### src/rtl/fifo_pkg.sv
// Shared widths and helpers for the parametrised synchronous FIFO.
// The count typedef matches the default depth so benches and wrappers agree on widths.
package fifo_pkg;

  localparam int DEF_DATA_W = 128;
  localparam int DEF_DEPTH  = 16;

  function automatic int cnt_w(input int depth);
    return $clog2(depth) + 1;
  endfunction

  function automatic bit is_pow2(input int value);
    return (value > 0) && ((value & (value - 1)) == 0);
  endfunction

  typedef logic [cnt_w(DEF_DEPTH)-1:0] count_t;

endpackage

### src/rtl/fifo_ram.sv
// DEPTH x DATA_W register array with one synchronous write port and one asynchronous read port.
// The storage is deliberately not reset.
module fifo_ram #(
  parameter int DATA_W = 128,
  parameter int DEPTH  = 16
) (
  input  logic                     clk,
  input  logic                     wr_en,
  input  logic [$clog2(DEPTH)-1:0] wr_addr,
  input  logic [DATA_W-1:0]        wr_data,
  input  logic [$clog2(DEPTH)-1:0] rd_addr,
  output logic [DATA_W-1:0]        rd_data
);

  logic [DATA_W-1:0] mem [DEPTH];

  always_ff @(posedge clk) begin
    if (wr_en) begin
      mem[wr_addr] <= wr_data;
    end
  end

  assign rd_data = mem[rd_addr];

endmodule

### src/rtl/fifo_sync_param.sv
// Parametrised single-clock FIFO with occupancy count, almost flags, sticky error
// flags and an optional first-word-fall-through read path.
module fifo_sync_param
  import fifo_pkg::*;
#(
  parameter int DATA_W       = DEF_DATA_W,
  parameter int DEPTH        = DEF_DEPTH,
  parameter int ALM_FULL_TH  = DEPTH - 2,
  parameter int ALM_EMPTY_TH = 2,
  parameter bit FWFT         = 1'b0
) (
  input  logic                     clk,
  input  logic                     rstn,
  input  logic                     i_wren,
  input  logic [DATA_W-1:0]        i_wrdata,
  input  logic                     i_rden,
  input  logic                     i_err_clr,
  output logic [DATA_W-1:0]        o_rddata,
  output logic                     o_full,
  output logic                     o_empty,
  output logic                     o_alm_full,
  output logic                     o_alm_empty,
  output logic [$clog2(DEPTH):0]   o_count,
  output logic                     o_overflow,
  output logic                     o_underflow
);

  localparam int AW = $clog2(DEPTH);
  localparam int CW = cnt_w(DEPTH);

  if (!is_pow2(DEPTH) || DEPTH < 4 || ALM_FULL_TH < 1 || ALM_FULL_TH > DEPTH ||
      ALM_EMPTY_TH < 0 || ALM_EMPTY_TH > DEPTH - 1) begin : g_param_check
    $error("fifo_sync_param: illegal DEPTH or threshold parameters");
  end

  logic [AW-1:0]     wr_ptr;
  logic [AW-1:0]     rd_ptr;
  logic [CW-1:0]     count_nxt;
  logic              wr_acc;
  logic              rd_acc;
  logic [DATA_W-1:0] ram_rdata;

  assign wr_acc = i_wren & ~o_full;
  assign rd_acc = i_rden & ~o_empty;

  always_comb begin
    count_nxt = o_count;
    case ({wr_acc, rd_acc})
      2'b10:   count_nxt = o_count + CW'(1);
      2'b01:   count_nxt = o_count - CW'(1);
      default: count_nxt = o_count;
    endcase
  end

  // Flags are registered from the next count so they move together with o_count.
  always_ff @(posedge clk or negedge rstn) begin
    if (!rstn) begin
      wr_ptr      <= '0;
      rd_ptr      <= '0;
      o_count     <= '0;
      o_full      <= 1'b0;
      o_empty     <= 1'b1;
      o_alm_full  <= 1'b0;
      o_alm_empty <= 1'b1;
    end else begin
      if (wr_acc) wr_ptr <= wr_ptr + AW'(1);
      if (rd_acc) rd_ptr <= rd_ptr + AW'(1);
      o_count     <= count_nxt;
      o_full      <= (count_nxt == CW'(DEPTH));
      o_empty     <= (count_nxt == '0);
      o_alm_full  <= (count_nxt >= CW'(ALM_FULL_TH));
      o_alm_empty <= (count_nxt <= CW'(ALM_EMPTY_TH));
    end
  end

  // A new error event takes priority over a clear in the same cycle.
  always_ff @(posedge clk or negedge rstn) begin
    if (!rstn) begin
      o_overflow  <= 1'b0;
      o_underflow <= 1'b0;
    end else begin
      if (i_wren & o_full)      o_overflow <= 1'b1;
      else if (i_err_clr)       o_overflow <= 1'b0;
      if (i_rden & o_empty)     o_underflow <= 1'b1;
      else if (i_err_clr)       o_underflow <= 1'b0;
    end
  end

  fifo_ram #(
    .DATA_W (DATA_W),
    .DEPTH  (DEPTH)
  ) u_ram (
    .clk     (clk),
    .wr_en   (wr_acc),
    .wr_addr (wr_ptr),
    .wr_data (i_wrdata),
    .rd_addr (rd_ptr),
    .rd_data (ram_rdata)
  );

  if (FWFT) begin : g_fwft
    assign o_rddata = ram_rdata;
  end else begin : g_reg_read
    always_ff @(posedge clk or negedge rstn) begin
      if (!rstn) begin
        o_rddata <= '0;
      end else if (rd_acc) begin
        o_rddata <= ram_rdata;
      end
    end
  end

endmodule

### config.mk
export PLATFORM = sky130hd
export DESIGN_NAME = fifo_sync_param
export DESIGN_NICKNAME = d
export VERILOG_FILES = /design/src/rtl/fifo_pkg.sv /design/src/rtl/fifo_ram.sv /design/src/rtl/fifo_sync_param.sv
export SDC_FILE = /design/constraint.sdc
export NUM_CORES = 2
export LEC_CHECK = 0
export CORE_MARGIN = 1
export CORE_UTILIZATION = 55
export DETAILED_ROUTE_END_ITERATION = 12
export GPL_ROUTABILITY_DRIVEN = 0
export PLACE_DENSITY = 0.76
export SYNTH_ARGS = -nofsm -noshare
export SYNTH_HDL_FRONTEND = slang
export SYNTH_SLANG_ARGS = --single-unit
### constraint.sdc
create_clock -name clk -period 4.9 [get_ports clk]
set_clock_uncertainty 0.1 [all_clocks]
set_input_delay 0.98 -clock clk [delete_from_list [all_inputs] [get_ports clk]]
set_output_delay 0.98 -clock clk [all_outputs]
set_load 0.02 [all_outputs]
# Yosys cells after proc, flatten, opt, wreduce, memory -nomap -nowiden
# Memories as Yosys holds them, arrays and structs flattened. A register that Yosys moved wholly into a read port is not among the register bits.
# Index checks and enable logic that the tools add are counted.
# classes
add_sub_neg,4
n_lt_le_gt_ge,2
eq_ne,3
mux,6
bitwise_logic,6
reduce_logical,4
# op_table
op,count
$pmux 5 s2,1
$add 4x1->4 const B,2
$add 5x1->5 const B,1
$eq 5x5->1 const B,1
$ge 5x4->1 const B,1
$le 5x2->1 const B,1
$logic_not 5->1,1
$mux 1,5
$sub 5x1->5 const B,1
$and 1x1->1,4
$reduce_bool 2->1,2
$eq 2x1->1 const B,1
$eq 2x2->1 const B,1
$not 1->1,2
$logic_not 1->1,1
# word_totals
reg_bits,19
ramBits,2048
in_bits,133
out_inout_bits,139
word_cells,35
mem_count,1
# mem_list
memory,words,width,read_ports,rd_ports_with_merged_regs,write_ports,line,source
u_ram.mem,16,128,1,1,1,fifo_ram.sv:15,logic [DATA_W-1:0] mem [DEPTH];

# Longest topological paths before layout
# logic_depth
word_depth,5
mapped_depth,12
mapped_depth_nobuf,10

# Cells and area by module
# From an unflattened synthesis, not the netlist that was laid out.
# unflattened
hier_cells,3851
hier_area_um2,82614.2
# modules_own_cells
module,n_inst,cells_each,area_per_inst_um2,seq_area_each_um2
fifo_ram,1,3229,76882.5,61499.0
fifo_sync_param,1,622,5731.7,3681.0

# Least setup slack after synthesis
# OpenSTA, ideal clock, no wires.
# synth_path
path_kind,input to register
from,in i_wren
to,"mem u_ram.mem[10][0], enable pin"
setup_ns,0.502
arrival_ns,4.716
required_time_ns,4.298
setup_slack_ns,-0.418
path_stages,5
n_path_buf,1
path_cell_list,nor2b_1 > clkbuf_1 > inv_1 > nor3b_1 > and2_1
# synth_between
elab_chain_len,3
# synth_lines
element,line,source
from (decl),fifo_sync_param.sv:14,"input logic i_wren,"
$and 1x1->1,fifo_sync_param.sv:43,assign wr_acc = i_wren & ~o_full;
$mux 1,fifo_ram.sv:18,if (wr_en) begin
$mux 1 (implied by the code),fifo_ram.sv:19,mem[wr_addr] <= wr_data;
to (decl),fifo_ram.sv:15,
# Every way passes these cells.

# Worst setup path in the final report
# layout_path
from,in i_wren
to,reg o_alm_empty
# layout_between
elab_chain_len,4
word_cells_on_any_way,5
cone_classes,order compare (1); eq/ne (2); mux (1); bitwise (1)
# layout_lines
element,line,source
$and 1x1->1 *,fifo_sync_param.sv:43,
$eq 2x1->1 / $eq 2x2->1 (equally long branches),fifo_sync_param.sv:48,"case ({wr_acc, rd_acc})"
$pmux 5 s2 *,fifo_sync_param.sv:48,
$le 5x2->1 *,fifo_sync_param.sv:72,o_alm_empty <= (count_nxt <= CW'(ALM_EMPTY_TH));
to (signal assigned),fifo_sync_param.sv:72,
to (decl),fifo_sync_param.sv:22,"output logic o_alm_empty,"
# Mark *: on every way between the ends. The rest lies on a longest branch, timed or not.
# A chain may end at the register's enable or synchronous reset.

==> flow_summary.yaml <==
sta:
  period_minus_slack_ps: 3160
  drv_slew: 0
  fmax_mhz: 316.4
  hold_slack_ps: -37.44
  setup_viol: 0
  relSlewSlack: 0.3161
  tns_ps: 0
  worst_pin_slew_ps: 1026
  hold_violations: 3
  post-route-period-util: 0.6449
  rsz0062_at_grt: "false"
yosys:
  synth.net_count: 4078
  synthCells: 3937
  synth-edff-count: 2048
  yosysSeqAreaShare: 0.7810
  syn-cell-area_um2: 83460
  ys_ff_latch: 2195
  netlist.area_leader.share: 0.7369
  synth_top_cell_by_area: "edfxtp_1"
  postSynth.asyncResetShare: 0.06697
  synthDistinctLibCells: 48
  synth_common_cells: "edfxtp_1, mux4_2, mux2i_1"
  ys.flop_type: "edfxtp_1"
  syn_avg_cell_area_um2: 21.20
  ys_warn_count: 0
  ys_top_cells_by_area: "edfxtp_1, mux4_2, dfrtp_1"
  yosysMostFrequentCell: "edfxtp_1"
cts:
  cts_buffer_depth: 3
  cts_tree: "built"
  cts_sinks: 2195
  hold_buffers: 0
  postCtsSetupRepairBufs: 0
  numCtsBuffers: 202
  h-tree-depth: 4
  clkTransAtPathRegs_ps: 60
  cts_root_buffer: "clkbuf_16"
  cts_resized: 0
  clk_latency_ps: 830
finish:
  final_cell_area_um2: 96050
  nets: 4437
  synthToLayoutAreaGrowth_pct: 15.09
  multi_input_area_um2: 17090
  regArea_um2: 65200
  final_layout_size_suffix_gt1_frac: 0.2116
  final_util: 0.6398
  nFillCells: 9635
place:
  place_hpwl_mm: 100.9
  numPortBuffers: 271
  place_area_um2: 89220
detailed_routing:
  viasPerCell: 6.254
  vias: 40680
  post_drt_wl_per_cell_um: 28.70
  first_pass_iters: 6
  first_iter_violations: 4265
  drc_errors: 0
  routed_wl_mm: 186.6
  ant_nets: 0
setup_path:
  r2r_setup_slack_ps: 1750
  crit_required_ps: 5520
  path_max_fanout: 8
  critical_path_class: "input port to register"
  r2r_cells: 5
  r2r-start: "rd_ptr[0]"
  cp-end-kind: "register"
  cp-start-kind: "input port"
  r2r_end: "o_rddata[55]"
  arrival_ps: 3780
die:
  die_w_um: 391.5
  core_area_um2: 150100
  chipHeight_um: 391.5
  die-area_um2: 153300
  rows: 142
  ios: 272
  start_util: 0.5559
global_routing:
  gr-total-overflow: 0
  grt_max_degree: 145
  grt_pass1_wl_mm: 274.0
  grt_pass1_vias: 41740
  grt_util_all_layers: 0.2454
  antenna_found_initial: 17
pwr:
  power_density_nw_per_um2: 583.9
  finalPower_uw: 56080
  peakVddDrop_uv: 521.7
  p_leak_uw: 0.03142
flow_run:
  cap_viol_max_count: 0
run_status:
  violations: "hold timing"
  run_status: "finished with violations"
worst_hold_path:
  hp-class: "input port to async pin"
[metal layers]
metal / track usage / share of wire
met3: 0.04921 / 0.076
met2: 0.3891 / 0.49
met4: 0.08257 / 0.029
met1: 0.3442 / 0.41
met5: 0.002552 / 0.00049
[where the power goes]
| part | switching (µW) | total (µW) | internal, µW | leakage [µW] |
|---|---|---|---|---|
| sequential | 1340 | 24200 | 22900 | 0.0202 |
| combinational | 8760 | 15900 | 7160 | 0.00786 |
| clock | 6730 | 15900 | 9210 | 0.00332 |
[worst max-delay path: stages]
cell and delay, ps:
clkdlybuf4s50_1 470, nor2b_1 140, buf_4 190, inv_1 140, ha_1 320, xor2_1 210, ha_1 230, nor3b_1 150
o32ai_1 350, xnor2_1 210, nand3_1 150, a211oi_1 260
[layout make-up]
type	count	area share
inverters	11	0.0004299
multi-input cells	1501	0.1779
repair buffers	385	0.04554
diodes	12	0.0003126
well taps	2016	0.02626
clock buffers	287	0.05922
clock inverters	97	0.01155
flip-flops and latches	2195	0.6787
[layout by cell type (no fill, tap or decap), types with 5 or more instances in the layout]
| cell type | instances |
|---|---|
| a31oi_1 | 54 |
| buf_4 | 50 |
| a221oi_1 | 37 |
| inv_1 | 9 |
| clkinvlp_4 | 5 |
| a21oi_1 | 118 |
| clkdlybuf4s50_1 | 270 |
| diode_2 | 12 |
| clkbuf_1 | 57 |
| o21ai_0 | 72 |
| a21boi_0 | 36 |
| o22ai_1 | 85 |
| clkbuf_16 | 205 |
| buf_12 | 64 |
| dfrtp_1 | 141 |
| xnor2_1 | 8 |
| nor3_1 | 9 |
| edfxtp_1 | 2048 |
| clkbuf_8 | 25 |
| mux2_2 | 115 |
| and2_4 | 16 |
| bufinv_16 | 21 |
| nand2_1 | 123 |
| a221o_1 | 7 |
| a22o_1 | 50 |
| a211o_1 | 49 |
| ha_1 | 8 |
| clkinv_2 | 31 |
| mux2i_1 | 250 |
| clkinv_1 | 27 |
| mux4_2 | 386 |
| nor2_1 | 42 |
[cells by family (layout without fill, tap and decap cells)]
family,count (synthesis),after routing,share of synthesized area
AOI/OAI and AO/OA,515,515,0.04079
DFF,2195,2195,0.7810
and+or+nand+nor,216,216,0.01120
other,0,12,0
adders and majority gates,8,8,0.001199
muxes,751,751,0.1497
buffers and inverters,241,780,0.01498
xor gates and xnor gates,11,11,0.001154
[registers in the layout, summed over array words and instances (netlist names)]
register,cells
o_alm_empty,1
o_alm_full,1
o_count,5
o_empty,1
o_full,1
o_overflow,1
o_rddata,128
o_underflow,1
rd_ptr,4
u_ram.mem,2048
wr_ptr,4
[how the worst max path moves through the flow]
stage,startpoint,endpoint,slack [ps]
2_1_floorplan,i_wren,u_ram.mem[10][0],1000
3_3_place_gp,i_wren,o_alm_empty,1040
3_5_place_dp,i_wren,o_alm_empty,930
4_1_cts,rd_ptr[0],o_rddata[23],1700
5_1_grt,i_wren,o_alm_empty,1580
6_report,i_wren,o_alm_empty,1740
[stage by stage]
stage / cells / worst slack, ps
after floorplan: 3937 / 998.6
after global placement: 6108 / 1041
after detailed placement: 6108 / 928.8
after CTS: 6492 / 1697
after global routing: 6502 / 1580
final: 6504 / 1740
Power figures use the tool's default switching activity.
